===== src/rtl/ctrl_pkg.sv =====
//------------------------------------------------------------------------------
// ctrl_pkg
//   Shared definitions for the micro-program sequencer: sequencing opcodes,
//   next-address mux select codes and the sequencer state encoding.
// Revision: 1.0 - initial release
//------------------------------------------------------------------------------
`default_nettype none

package ctrl_pkg;

  // Sequencing field of the microword
  localparam logic [2:0] SEQ_NEXT = 3'd0;
  localparam logic [2:0] SEQ_JUMP = 3'd1;
  localparam logic [2:0] SEQ_BRC  = 3'd2;
  localparam logic [2:0] SEQ_DISP = 3'd3;
  localparam logic [2:0] SEQ_CALL = 3'd4;
  localparam logic [2:0] SEQ_RET  = 3'd5;
  localparam logic [2:0] SEQ_WAIT = 3'd6;
  localparam logic [2:0] SEQ_HALT = 3'd7;

  // Select codes for the external 4:1 next-address mux
  localparam logic [1:0] MUX_SEL_A = 2'd0;  // upc + 1
  localparam logic [1:0] MUX_SEL_B = 2'd1;  // branch / call target
  localparam logic [1:0] MUX_SEL_C = 2'd2;  // dispatch address
  localparam logic [1:0] MUX_SEL_D = 2'd3;  // return-stack top

  typedef enum logic [1:0] {
    ST_IDLE = 2'd0,
    ST_RUN  = 2'd1,
    ST_WAIT = 2'd2,
    ST_HALT = 2'd3
  } seq_state_e;

endpackage

`default_nettype wire


===== src/rtl/micro_ret_stack.sv =====
//------------------------------------------------------------------------------
// micro_ret_stack
//   Micro-return stack, DEPTH entries of AW bits. Push on full and pop on
//   empty are ignored here; the caller flags them as errors.
// Ports:
//   clk, rst_n   clock, asynchronous active-low reset
//   push_i       write data_i on top (ignored when full)
//   pop_i        discard top entry (ignored when empty)
//   data_i       return address to push
//   top_o        top entry, 0 when empty
//   full_o       DEPTH entries held
//   empty_o      no entries held
// Revision: 1.0 - initial release
//------------------------------------------------------------------------------
`default_nettype none

module micro_ret_stack #(
  parameter int AW    = 4,
  parameter int DEPTH = 2
) (
  input  logic          clk,
  input  logic          rst_n,
  input  logic          push_i,
  input  logic          pop_i,
  input  logic [AW-1:0] data_i,
  output logic [AW-1:0] top_o,
  output logic          full_o,
  output logic          empty_o
);

  localparam int SPW = $clog2(DEPTH + 1);

  logic [AW-1:0]  mem_q [DEPTH];
  logic [SPW-1:0] sp_q;
  logic [SPW-1:0] top_idx;
  logic           do_push;
  logic           do_pop;

  assign full_o  = (sp_q == SPW'(DEPTH));
  assign empty_o = (sp_q == '0);
  assign do_push = push_i && !full_o;
  assign do_pop  = pop_i && !empty_o;
  assign top_idx = sp_q - 1'b1;

  // Read mux written as a compare loop so sp never needs to index the array
  // with a wider-than-needed value.
  always_comb begin
    top_o = '0;
    for (int i = 0; i < DEPTH; i++) begin
      if (!empty_o && (top_idx == SPW'(i))) top_o = mem_q[i];
    end
  end

  always_ff @(posedge clk or negedge rst_n) begin
    if (!rst_n) begin
      sp_q <= '0;
      for (int i = 0; i < DEPTH; i++) mem_q[i] <= '0;
    end else begin
      if (do_push) begin
        for (int i = 0; i < DEPTH; i++) begin
          if (sp_q == SPW'(i)) mem_q[i] <= data_i;
        end
        sp_q <= sp_q + 1'b1;
      end else if (do_pop) begin
        sp_q <= sp_q - 1'b1;
      end
    end
  end

endmodule

`default_nettype wire


===== src/rtl/micro_sequencer.sv =====
//------------------------------------------------------------------------------
// micro_sequencer
//   Holds the micro-PC, builds the four next-address candidates, drives the
//   select of the external 4:1 mux and loads the mux output back into upc.
// Ports:
//   clk, rst_n     clock, asynchronous active-low reset
//   start_i        leave IDLE/HALT and begin at address 0
//   seq_op_i       sequencing field of the current microword
//   br_target_i    branch / call target field
//   disp_addr_i    opcode-decoded dispatch address
//   cond_i         branch condition
//   mem_ready_i    memory operation complete
//   next_addr_i    selected next address from the external mux
//   upc_o          current micro-PC
//   cand_a_o..d_o  mux inputs: upc+1, target, dispatch, return-stack top
//   mux_ctrl_o     mux select (0=A 1=B 2=C 3=D)
//   busy_o         RUN or WAIT
//   halted_o       HALT
//   stack_err_o    sticky push-on-full / pop-on-empty flag
// Revision: 1.0 - initial release
//------------------------------------------------------------------------------
`default_nettype none

module micro_sequencer
  import ctrl_pkg::*;
#(
  parameter int AW        = 4,
  parameter int RET_DEPTH = 2
) (
  input  logic          clk,
  input  logic          rst_n,
  input  logic          start_i,
  input  logic [2:0]    seq_op_i,
  input  logic [AW-1:0] br_target_i,
  input  logic [AW-1:0] disp_addr_i,
  input  logic          cond_i,
  input  logic          mem_ready_i,
  input  logic [AW-1:0] next_addr_i,
  output logic [AW-1:0] upc_o,
  output logic [AW-1:0] cand_a_o,
  output logic [AW-1:0] cand_b_o,
  output logic [AW-1:0] cand_c_o,
  output logic [AW-1:0] cand_d_o,
  output logic [1:0]    mux_ctrl_o,
  output logic          busy_o,
  output logic          halted_o,
  output logic          stack_err_o
);

  seq_state_e    state_q, state_d;
  logic [AW-1:0] upc_q, upc_d;
  logic          stack_err_q, stack_err_d;
  logic          push, pop, full, empty;
  logic          load, clr;

  micro_ret_stack #(
    .AW    (AW),
    .DEPTH (RET_DEPTH)
  ) u_stack (
    .clk     (clk),
    .rst_n   (rst_n),
    .push_i  (push),
    .pop_i   (pop),
    .data_i  (cand_a_o),
    .top_o   (cand_d_o),
    .full_o  (full),
    .empty_o (empty)
  );

  assign cand_a_o = upc_q + AW'(1);
  assign cand_b_o = br_target_i;
  assign cand_c_o = disp_addr_i;

  // Select and load decisions depend only on state and microword fields,
  // never on next_addr_i, so the external mux closes no combinational loop.
  always_comb begin
    state_d    = state_q;
    mux_ctrl_o = MUX_SEL_A;
    load       = 1'b0;
    clr        = 1'b0;
    push       = 1'b0;
    pop        = 1'b0;
    unique case (state_q)
      ST_IDLE: if (start_i) state_d = ST_RUN;
      ST_RUN: begin
        case (seq_op_i)
          SEQ_NEXT: load = 1'b1;
          SEQ_JUMP: begin mux_ctrl_o = MUX_SEL_B; load = 1'b1; end
          SEQ_BRC:  begin mux_ctrl_o = cond_i ? MUX_SEL_B : MUX_SEL_A; load = 1'b1; end
          SEQ_DISP: begin mux_ctrl_o = MUX_SEL_C; load = 1'b1; end
          SEQ_CALL: begin mux_ctrl_o = MUX_SEL_B; load = 1'b1; push = 1'b1; end
          SEQ_RET:  begin mux_ctrl_o = MUX_SEL_D; load = 1'b1; pop = 1'b1; end
          SEQ_WAIT: begin
            if (mem_ready_i) load = 1'b1;
            else             state_d = ST_WAIT;
          end
          default:  state_d = ST_HALT;
        endcase
      end
      ST_WAIT: begin
        if (mem_ready_i) begin
          load    = 1'b1;
          state_d = ST_RUN;
        end
      end
      default: begin
        if (start_i) begin
          clr     = 1'b1;
          state_d = ST_RUN;
        end
      end
    endcase
  end

  always_comb begin
    upc_d = upc_q;
    if (clr)       upc_d = '0;
    else if (load) upc_d = next_addr_i;
  end

  assign stack_err_d = stack_err_q | (push && full) | (pop && empty);

  always_ff @(posedge clk or negedge rst_n) begin
    if (!rst_n) begin
      state_q     <= ST_IDLE;
      upc_q       <= '0;
      stack_err_q <= 1'b0;
    end else begin
      state_q     <= state_d;
      upc_q       <= upc_d;
      stack_err_q <= stack_err_d;
    end
  end

  assign upc_o       = upc_q;
  assign busy_o      = (state_q == ST_RUN) || (state_q == ST_WAIT);
  assign halted_o    = (state_q == ST_HALT);
  assign stack_err_o = stack_err_q;

endmodule

`default_nettype wire


===== config.mk =====
export PLATFORM = sky130hd
export DESIGN_NAME = micro_sequencer
export DESIGN_NICKNAME = d
export VERILOG_FILES = /design/src/rtl/ctrl_pkg.sv /design/src/rtl/micro_ret_stack.sv /design/src/rtl/micro_sequencer.sv
export SDC_FILE = /design/constraint.sdc
export NUM_CORES = 1
export LEC_CHECK = 0
export CORE_MARGIN = 2
export CORE_UTILIZATION = 40
export CTS_BUF_LIST = sky130_fd_sc_hd__clkbuf_4
export DETAILED_ROUTE_END_ITERATION = 7
export PLACE_DENSITY = 0.78
export SYNTH_ARGS = -nofsm -noshare
export SYNTH_HDL_FRONTEND = slang
export SYNTH_HIERARCHICAL = 1
export SYNTH_SLANG_ARGS = --single-unit

===== constraint.sdc =====
create_clock -name clk -period 1.7 [get_ports clk]
set_input_delay 0.34 -clock clk [delete_from_list [all_inputs] [get_ports clk]]
set_output_delay 0.34 -clock clk [all_outputs]
set_load 0.005 [all_outputs]

==> results of run 1 <==
final timing paths:
path,startpoint,to,cells after the start
setup / recovery,u_stack/sp_q[0],cand_d_o[2],6
hold / removal,rst_n,u_stack/sp_q[1],2
setup reg to reg,state_q[0],u_stack/mem_q[2],8
hold reg to reg,stack_err_o,stack_err_o,1
max in group asynchronous,rst_n,upc_o[2],2
min in group clk,stack_err_o,stack_err_o,1
cells in the mapped netlist:
cell type and number:
nor3_1 1, a31oi_1 2, mux2_2 1, nand2_1 3
xnor2_1 2, o221a_2 1, nor2_1 5, nor2b_1 2
and2_1 1, and2b_1 1, a21boi_0 3, o21ai_0 6
inv_1 8, nand3_1 8, dfrtp_1 17, nand3b_1 1
o21bai_1 1, buf_4 9, a22o_1 5, a21o_1 1
mux2_4 8, nand2_4 2, o21a_1 1, xor2_1 2
mux2i_1 1, nor2b_4 2, a21boi_1 1, ha_1 8
and3_1 2, o21ai_2 1
kinds of logic after synthesis:
family,share of synthesized area
flip-flops,0.3765
buffers and inverters,0.08638
multiplexers,0.1251
adder cells (fa/ha/maj),0.08860
AO/OA/AOI/OAI,0.1406
XOR/XNOR,0.03101
AND/OR/NAND/NOR,0.1517
through the flow:
stage               power, mW  instances
floorplan               1.541        106
global placement        2.278        175
detailed placement      2.340        175
CTS                     3.014        200
global route            3.650        208
finish                  3.447        208
state kept, by name, summed over array words and instances, names as in the netlist:
register,cells
stack_err_o,1
upc_o,4
u_stack/mem_q,8
u_stack/sp_q,2
state_q,2
area by class of cell:
cell class / count / area (sq um) / area share
repair buffers: 76 / 669.4 / 0.3425
multi-input cells: 72 / 758.2 / 0.3880
flip-flops and latches: 17 / 430.4 / 0.2202
clock buffers: 3 / 22.52 / 0.01152
clock inverters: 1 / 5.005 / 0.002561
inverters: 8 / 30.03 / 0.01536
well taps: 31 / 38.79 / 0.01985
power breakdown:
| part | internal [mW] | total, mW | switching (mW) |
|---|---|---|---|
| combinational | 1.50 | 2.49 | 0.994 |
| sequential | 0.595 | 0.732 | 0.137 |
| clock | 0.0878 | 0.224 | 0.136 |
metal layers:
layer  wire, microns  track usage
met5               0            0
met4             146       0.1229
met3             151      0.04762
met2            1885       0.3629
met1            1258       0.2014
cell usage in the layout (no fill, tap or decap), types with 2 or more instances in the layout:
cell / Yosys / final
inv_1: 8 / 4
dfrtp_1: 17 / 13
clkdlybuf4s50_1: 0 / 11
clkbuf_4: 0 / 3
a21boi_1: 1 / 4
nand3_1: 8 / 7
nor2b_4: 2 / 3
inv_2: 0 / 4
a31oi_1: 2 / 2
buf_2: 0 / 6
nor2_1: 5 / 3
nand2_4: 2 / 2
clkbuf_2: 0 / 3
o21ai_2: 1 / 2
ha_4: 0 / 6
mux2_4: 8 / 9
dlymetal6s2s_1: 0 / 4
buf_4: 9 / 31
dfrtp_2: 0 / 4
buf_6: 0 / 19
o21ai_1: 0 / 3
a22o_1: 5 / 5
nor2_2: 0 / 2
dlygate4sd2_1: 0 / 2
nand2_1: 3 / 3
timing repair:
action | in CTS | in global routing
endpoints found under the setup margin | 12 | 27
resized for setup | 67 | 40
gates cloned | 0 | 0
endpoints found under the hold margin | 0 | 0
setup buffers | 22 | 10
pin swaps | 7 | 12
==> impl_metrics.py, run 1 <==
metrics = {
    "placement": {
        "gp_congestion": 0.7601,
        "place_hpwl_mm": 1.872,
        "detailed_place.area_sq_mm": 0.001524,
        "dp_worst_setup_slack_ns": -0.4052,
        "port-buffer-count": 28,
    },
    "setup_path": {
        "worst-endpoint-arrival_ns": 1.59,
        "cpPeakStageDelay_ns": 0.42,
        "path_max_fanout": 3,
        "critical_path.cell_chain": "inv_2 > ha_4 > and2b_2 > buf_6 > a22o_1 > buf_2",
        "timing.reg2reg.setup_slack_ns": -0.08,
        "critical_path.slowest_cell": "dfrtp_1",
        "critPathTopFamily": "flip-flops",
        "timing.critical_path.buf_inv": 3,
        "worst-endpoint-required_ns": 1.36,
        "critPathLaunchType": "flip-flop",
        "critPathKind": "flip-flop to output pin",
        "worst_setup_path_end_kind": "output pin",
    },
    "timing": {
        "grt_setup_unrepaired": "true",
        "worstMarginPinSlew_ns": 0.2743,
        "fin_ws_ns": -0.2271,
        "slew_headroom": 0.8167,
        "final.period_utilization": 1.134,
        "tns_ns": -1.496,
        "report.final.setup_viol": 14,
        "timing.fmax_mhz": 518.9,
        "hold_viol": 0,
        "slew_viol_final": 0,
        "final.min_clock_period_ns": 1.927,
        "fin_worst_skew_ns": 0.01019,
        "holdWs_ns": 0.3440,
    },
    "yosys": {
        "syn_avg_cell_area_sq_um": 10.66,
        "netlist.area_leader.share": 0.3765,
        "synthCells": 106,
        "post_synth_main_area_contributors": "dfrtp_1 (38%), mux2_4 (11%), ha_1 (8.9%)",
        "post_syn_nets": 134,
        "synth.ff_latch_count": 17,
        "synth.distinct_cells": 30,
        "synthesis.area_sq_mm": 0.001130,
        "synth_largest_area_cell": "dfrtp_1",
        "ys_warn_count": 6,
        "ys_seq_area_frac": 0.3765,
    },
    "route": {
        "drt-vias-per-instance": 5.029,
        "detail_route.iter0.violations": 17,
        "drt_pass1_iterations": 4,
        "drt-wirelength-per-cell_microns": 16.54,
        "route.antenna.remaining_nets": 0,
        "remaining_drc_errors": 0,
        "vias": 1046,
        "routed_wirelength_mm": 3.441,
    },
    "global_routing": {
        "global_route.overflow_total": 0,
        "grt_start_max_net_pins": 18,
        "grt_util_all_layers": 0.1987,
        "vias_in_the_first_global_route": 1115,
        "antenna_found_initial": 0,
        "global_route_wire_length_before_repair_mm": 4.954,
    },
    "power_and_ir_drop": {
        "power.leakage_nw": 1.019,
        "vdd_ir_drop_max_mv": 1.235,
        "power_per_cell_area_mw_per_mm2": 1764,
    },
    "floorplan": {
        "initial_core_util": 0.4169,
        "row_count": 19,
        "die_w_microns": 57.15,
        "coreArea_sq_mm": 0.002710,
        "floorplan.die_area_sq_mm": 0.003266,
        "floorplan.io_pins": 45,
        "floorplan.die.height_microns": 57.15,
    },
    "job": {
        "cap_viol_max_count": 0,
    },
    "layout": {
        "n_antenna_cell": 0,
        "final_net_count": 206,
        "post_route_cells_drive_above_1_share": 0.5932,
        "syn_to_final_growth_pct": 72.98,
        "fillers": 199,
        "final_design_area_no_fill_sq_mm": 0.001954,
        "finalCoreUtilization": 0.7211,
    },
    "cts": {
        "cts-root-to-sink-buffers": 2,
        "htree_levels": 1,
        "cts_made_buffers": 3,
        "ctsRootBufferMaster": "clkbuf_4",
        "tritoncts_clock_tree": "built",
        "insertion_delay_ns": 0.30,
        "cts.clk_slew.worst_paths_ns": 0.11,
        "clkSinkCount": 17,
        "cts_hold_repair.buffers": 0,
    },
    "status": {
        "violations_in_the_final_reports": "setup timing",
        "status": "complete, but fails checks",
    },
    "min_path": {
        "timing.hold.worst.class": "input pin to async pin",
    },
}
Note: power is estimated with default switching activity, not from simulation.
==> run 2: changes to the inputs <==
CORE_UTILIZATION = 39   (was 40)
CTS_BUF_LIST = default   (was sky130_fd_sc_hd__clkbuf_4)
PLACE_DENSITY = 0.76   (was 0.78)
==> impl_metrics.py, run 2 (same netlist as run 1, synthesis figures left out) <==
metrics = {
    "global_routing": {
        "antenna_found_initial": 0,
        "global_route.overflow_total": 0,
        "grt_util_all_layers": 0.1953,
        "vias_in_the_first_global_route": 1120,
        "global_route_wire_length_before_repair_mm": 5.112,
        "grt_start_max_net_pins": 18,
    },
    "layout": {
        "most-common-layout-cells": "buf_4 (28), dfrtp_1 (16), buf_6 (12)",
        "finalCoreUtilization": 0.6574,
        "largest_reg_flops": 8,
        "fillers": 196,
        "syn_to_final_growth_pct": 60.47,
        "post_route_cells_drive_above_1_share": 0.5333,
        "layout.area.seq_sq_um": 426.7,
        "multi_input_area_sq_um": 738.2,
        "register_name_with_the_most_flops": "u_stack/mem_q",
        "n_antenna_cell": 0,
        "layout.cells.most_common": "buf_4",
        "final_net_count": 194,
    },
    "timing": {
        "final.period_utilization": 1.157,
        "hold_viol": 0,
        "final.min_clock_period_ns": 1.967,
        "slew_headroom": 0.8112,
        "grt_setup_unrepaired": "true",
        "worstMarginPinSlew_ns": 0.2820,
        "slew_viol_final": 0,
        "timing.fmax_mhz": 508.5,
        "fin_worst_skew_ns": 0.001660,
        "report.final.setup_viol": 13,
        "holdWs_ns": 0.3779,
        "fin_ws_ns": -0.2667,
    },
    "cts": {
        "ctsRootBufferMaster": "clkbuf_4",
        "tritoncts_clock_tree": "built",
        "clkSinkCount": 17,
        "insertion_delay_ns": 0.29,
        "cts-root-to-sink-buffers": 2,
        "cts.clk_slew.worst_paths_ns": 0.10,
        "cts_made_buffers": 3,
        "htree_levels": 1,
    },
    "placement": {
        "place_hpwl_mm": 2.011,
        "gp_congestion": 0.7659,
        "port-buffer-count": 28,
    },
    "setup_path": {
        "timing.critical_path.from": "u_stack/sp_q[0]",
        "worst_setup_path_end_kind": "output pin",
        "critPathLaunchType": "flip-flop",
        "path_max_fanout": 4,
        "worst-endpoint-arrival_ns": 1.63,
        "worst-endpoint-required_ns": 1.36,
        "timing.rr.start": "state_q[1]",
        "critPathKind": "flip-flop to output pin",
    },
    "floorplan": {
        "die_w_microns": 57.83,
        "floorplan.die_area_sq_mm": 0.003344,
        "initial_core_util": 0.4097,
        "coreArea_sq_mm": 0.002758,
        "row_count": 19,
        "floorplan.io_pins": 45,
        "floorplan.die.height_microns": 57.83,
    },
    "route": {
        "route.antenna.remaining_nets": 0,
        "drt_pass1_iterations": 4,
        "detail_route.iter0.violations": 20,
        "routed_wirelength_mm": 3.221,
        "drt-wirelength-per-cell_microns": 16.43,
        "remaining_drc_errors": 0,
        "vias": 1055,
        "drt-vias-per-instance": 5.383,
    },
    "power_and_ir_drop": {
        "power.leakage_nw": 0.9126,
        "vdd_ir_drop_max_mv": 1.170,
        "power_per_cell_area_mw_per_mm2": 1759,
        "power_mw": 3.189,
    },
    "status": {
        "status": "complete, but fails checks",
        "violations_in_the_final_reports": "setup timing",
    },
    "job": {
        "cap_viol_max_count": 0,
    },
    "min_path": {
        "timing.hold.worst.class": "input pin to async pin",
    },
}
[run 2: area by class of cell]
| cell class | count | area share |
|---|---|---|
| multi-input combinational | 72 | 0.4072 |
| timing repair buffer | 64 | 0.3030 |
| sequential | 17 | 0.2353 |
| tap | 31 | 0.02139 |
| inverter | 8 | 0.01794 |
| clock buffer | 3 | 0.01242 |
| clock inverter | 1 | 0.002761 |
[run 2: report_power, final]
part           switching (mW)  total (mW)  leakage, nW  internal, mW
combinational           0.914        2.23        0.687          1.32
sequential              0.145       0.734        0.208         0.589
clock                   0.134       0.221       0.0177        0.0875
[run 2: through the flow]
step           setup slack [ns]  area, sq um  cells  setup TNS (ns)
4_1_cts                 -0.2541         1694    192         -0.8149
3_3_place_gp            -0.3091         1501    172          -3.781
2_1_floorplan           0.03447         1130    106               0
3_5_place_dp            -0.3990         1501    172          -4.270
5_1_grt                 -0.3355         1813    196          -2.125
6_report                -0.2667         1813    196          -1.037
[run 2: worst max-delay path: stages, from the launching register on]
cell,delay [ns]
dfrtp_1,0.43
inv_2,0.09
ha_4,0.13
and2b_2,0.23
buf_4,0.14
a22o_1,0.18
buf_2,0.13
[run 2: final timing paths]
| kind | endpoint | slack (ns) | cells after the start |
|---|---|---|---|
| max | cand_d_o[1] | -0.27 | 6 |
| min | state_q[1] | 0.38 | 2 |
| max reg2reg | u_stack/mem_q[7] | -0.05 | 8 |
| min reg2reg | stack_err_o | 0.52 | 1 |
| max in group asynchronous | upc_o[2] | 1.11 | 2 |
| min in group clk | stack_err_o | 0.52 | 1 |
[run 2: repair_timing]
item                                    4_1_cts  5_1_grt
pin swaps                                     6       11
hold buffers                                  0        0
resized for setup                            64       32
endpoints found under the setup margin       13       26
buffers inserted                             16        6
[run 2: routing by layer]
layer / track usage / share of wire
met5: 0 / 0
met4: 0.05648 / 0.031
met3: 0.02902 / 0.055
met2: 0.3620 / 0.54
met1: 0.2322 / 0.38
==> run 3: changes to the inputs <==
CORE_MARGIN = 3   (was 2)
==> impl_metrics.py, run 3 (same netlist as run 1, synthesis figures left out) <==
metrics = {
    "power_and_ir_drop": {
        "power.leakage_nw": 0.9068,
        "vdd_ir_drop_max_mv": 1.142,
        "cell_internal_pwr_mw": 1.969,
        "p_seq_frac": 0.230,
        "combPwrFrac": 0.699,
        "power_per_cell_area_mw_per_mm2": 1743,
        "net_switching_power_figure_mw": 1.149,
        "power_share_of_the_clock_group": 0.071,
        "netSwitchingFraction": 0.3686,
    },
    "floorplan": {
        "row_count": 18,
        "die_w_microns": 59.83,
        "floorplan.die.height_microns": 59.83,
        "coreArea_sq_mm": 0.002613,
        "floorplan.die_area_sq_mm": 0.003579,
        "floorplan.io_pins": 45,
        "initial_core_util": 0.4325,
    },
    "global_routing": {
        "grt_util_all_layers": 0.1723,
        "global_route_wire_length_before_repair_mm": 4.767,
        "vias_in_the_first_global_route": 1053,
        "global_route.overflow_total": 0,
        "antenna_found_initial": 0,
        "grt_start_max_net_pins": 18,
    },
    "cts": {
        "clkSinkCount": 17,
        "cts-root-to-sink-buffers": 2,
        "tritoncts_clock_tree": "built",
        "cts_made_buffers": 3,
        "ctsRootBufferMaster": "clkbuf_4",
        "htree_levels": 1,
        "cts.clk_slew.worst_paths_ns": 0.10,
        "insertion_delay_ns": 0.29,
    },
    "route": {
        "drt-vias-per-instance": 5.082,
        "routed_wirelength_mm": 2.973,
        "drt-wirelength-per-cell_microns": 15.25,
        "route.antenna.remaining_nets": 0,
        "vias": 991,
        "remaining_drc_errors": 0,
        "detail_route.iter0.violations": 25,
        "drt_pass1_iterations": 4,
    },
    "setup_path": {
        "worst-r2r-cell-count": 8,
        "critPathKind": "flip-flop to output pin",
        "critical_path.cell_chain": "inv_2 > ha_4 > and2b_2 > buf_6 > a22o_1 > buf_2",
        "path_max_fanout": 3,
        "rr_endpoint": "u_stack/mem_q[7]",
        "worst-endpoint-arrival_ns": 1.60,
        "cpPeakStageDelay_ns": 0.43,
        "timing.reg2reg.setup_slack_ns": -0.03,
        "critPathTopFamily": "flip-flops",
        "critPathLaunchType": "flip-flop",
        "worst-endpoint-required_ns": 1.36,
        "worst_setup_path_end_kind": "output pin",
        "timing.rr.start": "state_q[0]",
        "critical_path.slowest_cell": "dfrtp_1",
        "timing.critical_path.buf_inv": 3,
    },
    "layout": {
        "syn_to_final_growth_pct": 58.36,
        "largest_reg_flops": 8,
        "multi_input_area_sq_um": 738.2,
        "layout.cells.most_common": "buf_4",
        "n_antenna_cell": 0,
        "layout.area.seq_sq_um": 425.4,
        "fillers": 199,
        "finalCoreUtilization": 0.6849,
        "post_route_cells_drive_above_1_share": 0.5455,
        "register_name_with_the_most_flops": "u_stack/mem_q",
        "stdcell_count": 195,
        "most-common-layout-cells": "buf_4 (29), dfrtp_1 (17), clkdlybuf4s50_1 (12)",
        "final_net_count": 194,
    },
    "timing": {
        "report.final.setup_viol": 13,
        "final.min_clock_period_ns": 1.935,
        "fin_worst_skew_ns": 0.002287,
        "final.period_utilization": 1.138,
        "slew_headroom": 0.8463,
        "worstMarginPinSlew_ns": 0.2305,
        "timing.fmax_mhz": 516.7,
        "slew_viol_final": 0,
        "hold_viol": 0,
        "fin_ws_ns": -0.2354,
        "grt_setup_unrepaired": "true",
    },
    "placement": {
        "gp_congestion": 0.8079,
        "place_hpwl_mm": 1.899,
        "port-buffer-count": 28,
        "dp.cells": 173,
    },
    "job": {
        "cap_viol_max_count": 0,
    },
    "status": {
        "status": "complete, but fails checks",
        "violations_in_the_final_reports": "setup timing",
    },
    "min_path": {
        "timing.hold.worst.class": "input pin to async pin",
    },
}
run 3: metrics by stage:
| step | instance area, sq um | setup slack, ns | hold slack (ns) | setup TNS [ns] | total power [mW] |
|---|---|---|---|---|---|
| final | 1789 | -0.2354 | 0.3691 | -1.041 | 3.118 |
| after global routing | 1789 | -0.3028 | 0.3807 | -2.137 | 3.365 |
| after CTS | 1679 | -0.2358 | 0.3689 | -0.8539 | 2.840 |
| after detailed placement | 1515 | -0.4256 | 0.4739 | -4.207 | 2.351 |
| after global placement | 1515 | -0.3108 | 0.4660 | -3.730 | 2.298 |
| after floorplan | 1130 | 0.03447 | 0.04441 | 0 | 1.541 |
run 3: repair_timing:
action	CTS	global route
gates resized for setup	58	33
hold buffers	0	0
setup endpoints to repair	12	26
buffers inserted	13	5
pin swaps	4	9
run 3: power by group through the flow:
stage | clock network (mW) | registers (mW) | logic (mW)
6_report | 0.220 | 0.717 | 2.18
5_1_grt | 0.249 | 0.737 | 2.38
4_1_cts | 0.230 | 0.705 | 1.91
3_5_place_dp | 0 | 0.719 | 1.63
3_3_place_gp | 0 | 0.713 | 1.59
2_1_floorplan | 0 | 0.714 | 0.827
run 3: cell type report:
cell class                      count  share of cell area
Clock buffer                        3             0.01259
Clock inverter                      1            0.002797
Inverter                            8             0.01818
Multi-Input combinational cell     72              0.4126
Sequential cell                    17              0.2378
Tap cell                           30             0.02098
Timing Repair Buffer               64              0.2951
run 3: worst max-delay path by stage:
stage | startpoint | slack, ns | end | cells after the start
3_3_place_gp | seq_op_i[2] | -0.31 | mux_ctrl_o[0] | 6
5_1_grt | u_stack/sp_q[0] | -0.30 | cand_d_o[1] | 6
4_1_cts | u_stack/sp_q[0] | -0.24 | cand_d_o[1] | 6
3_5_place_dp | seq_op_i[2] | -0.43 | mux_ctrl_o[0] | 6
6_report | u_stack/sp_q[0] | -0.24 | cand_d_o[1] | 6
2_1_floorplan | state_q[1] | 0.03 | u_stack/mem_q[4] | 8
run 3: routing by layer:
layer / global-route usage / share of wire
met3: 0.02592 / 0.050
met1: 0.2148 / 0.42
met4: 0.03797 / 0.0013
met2: 0.3102 / 0.53
met5: 0 / 0
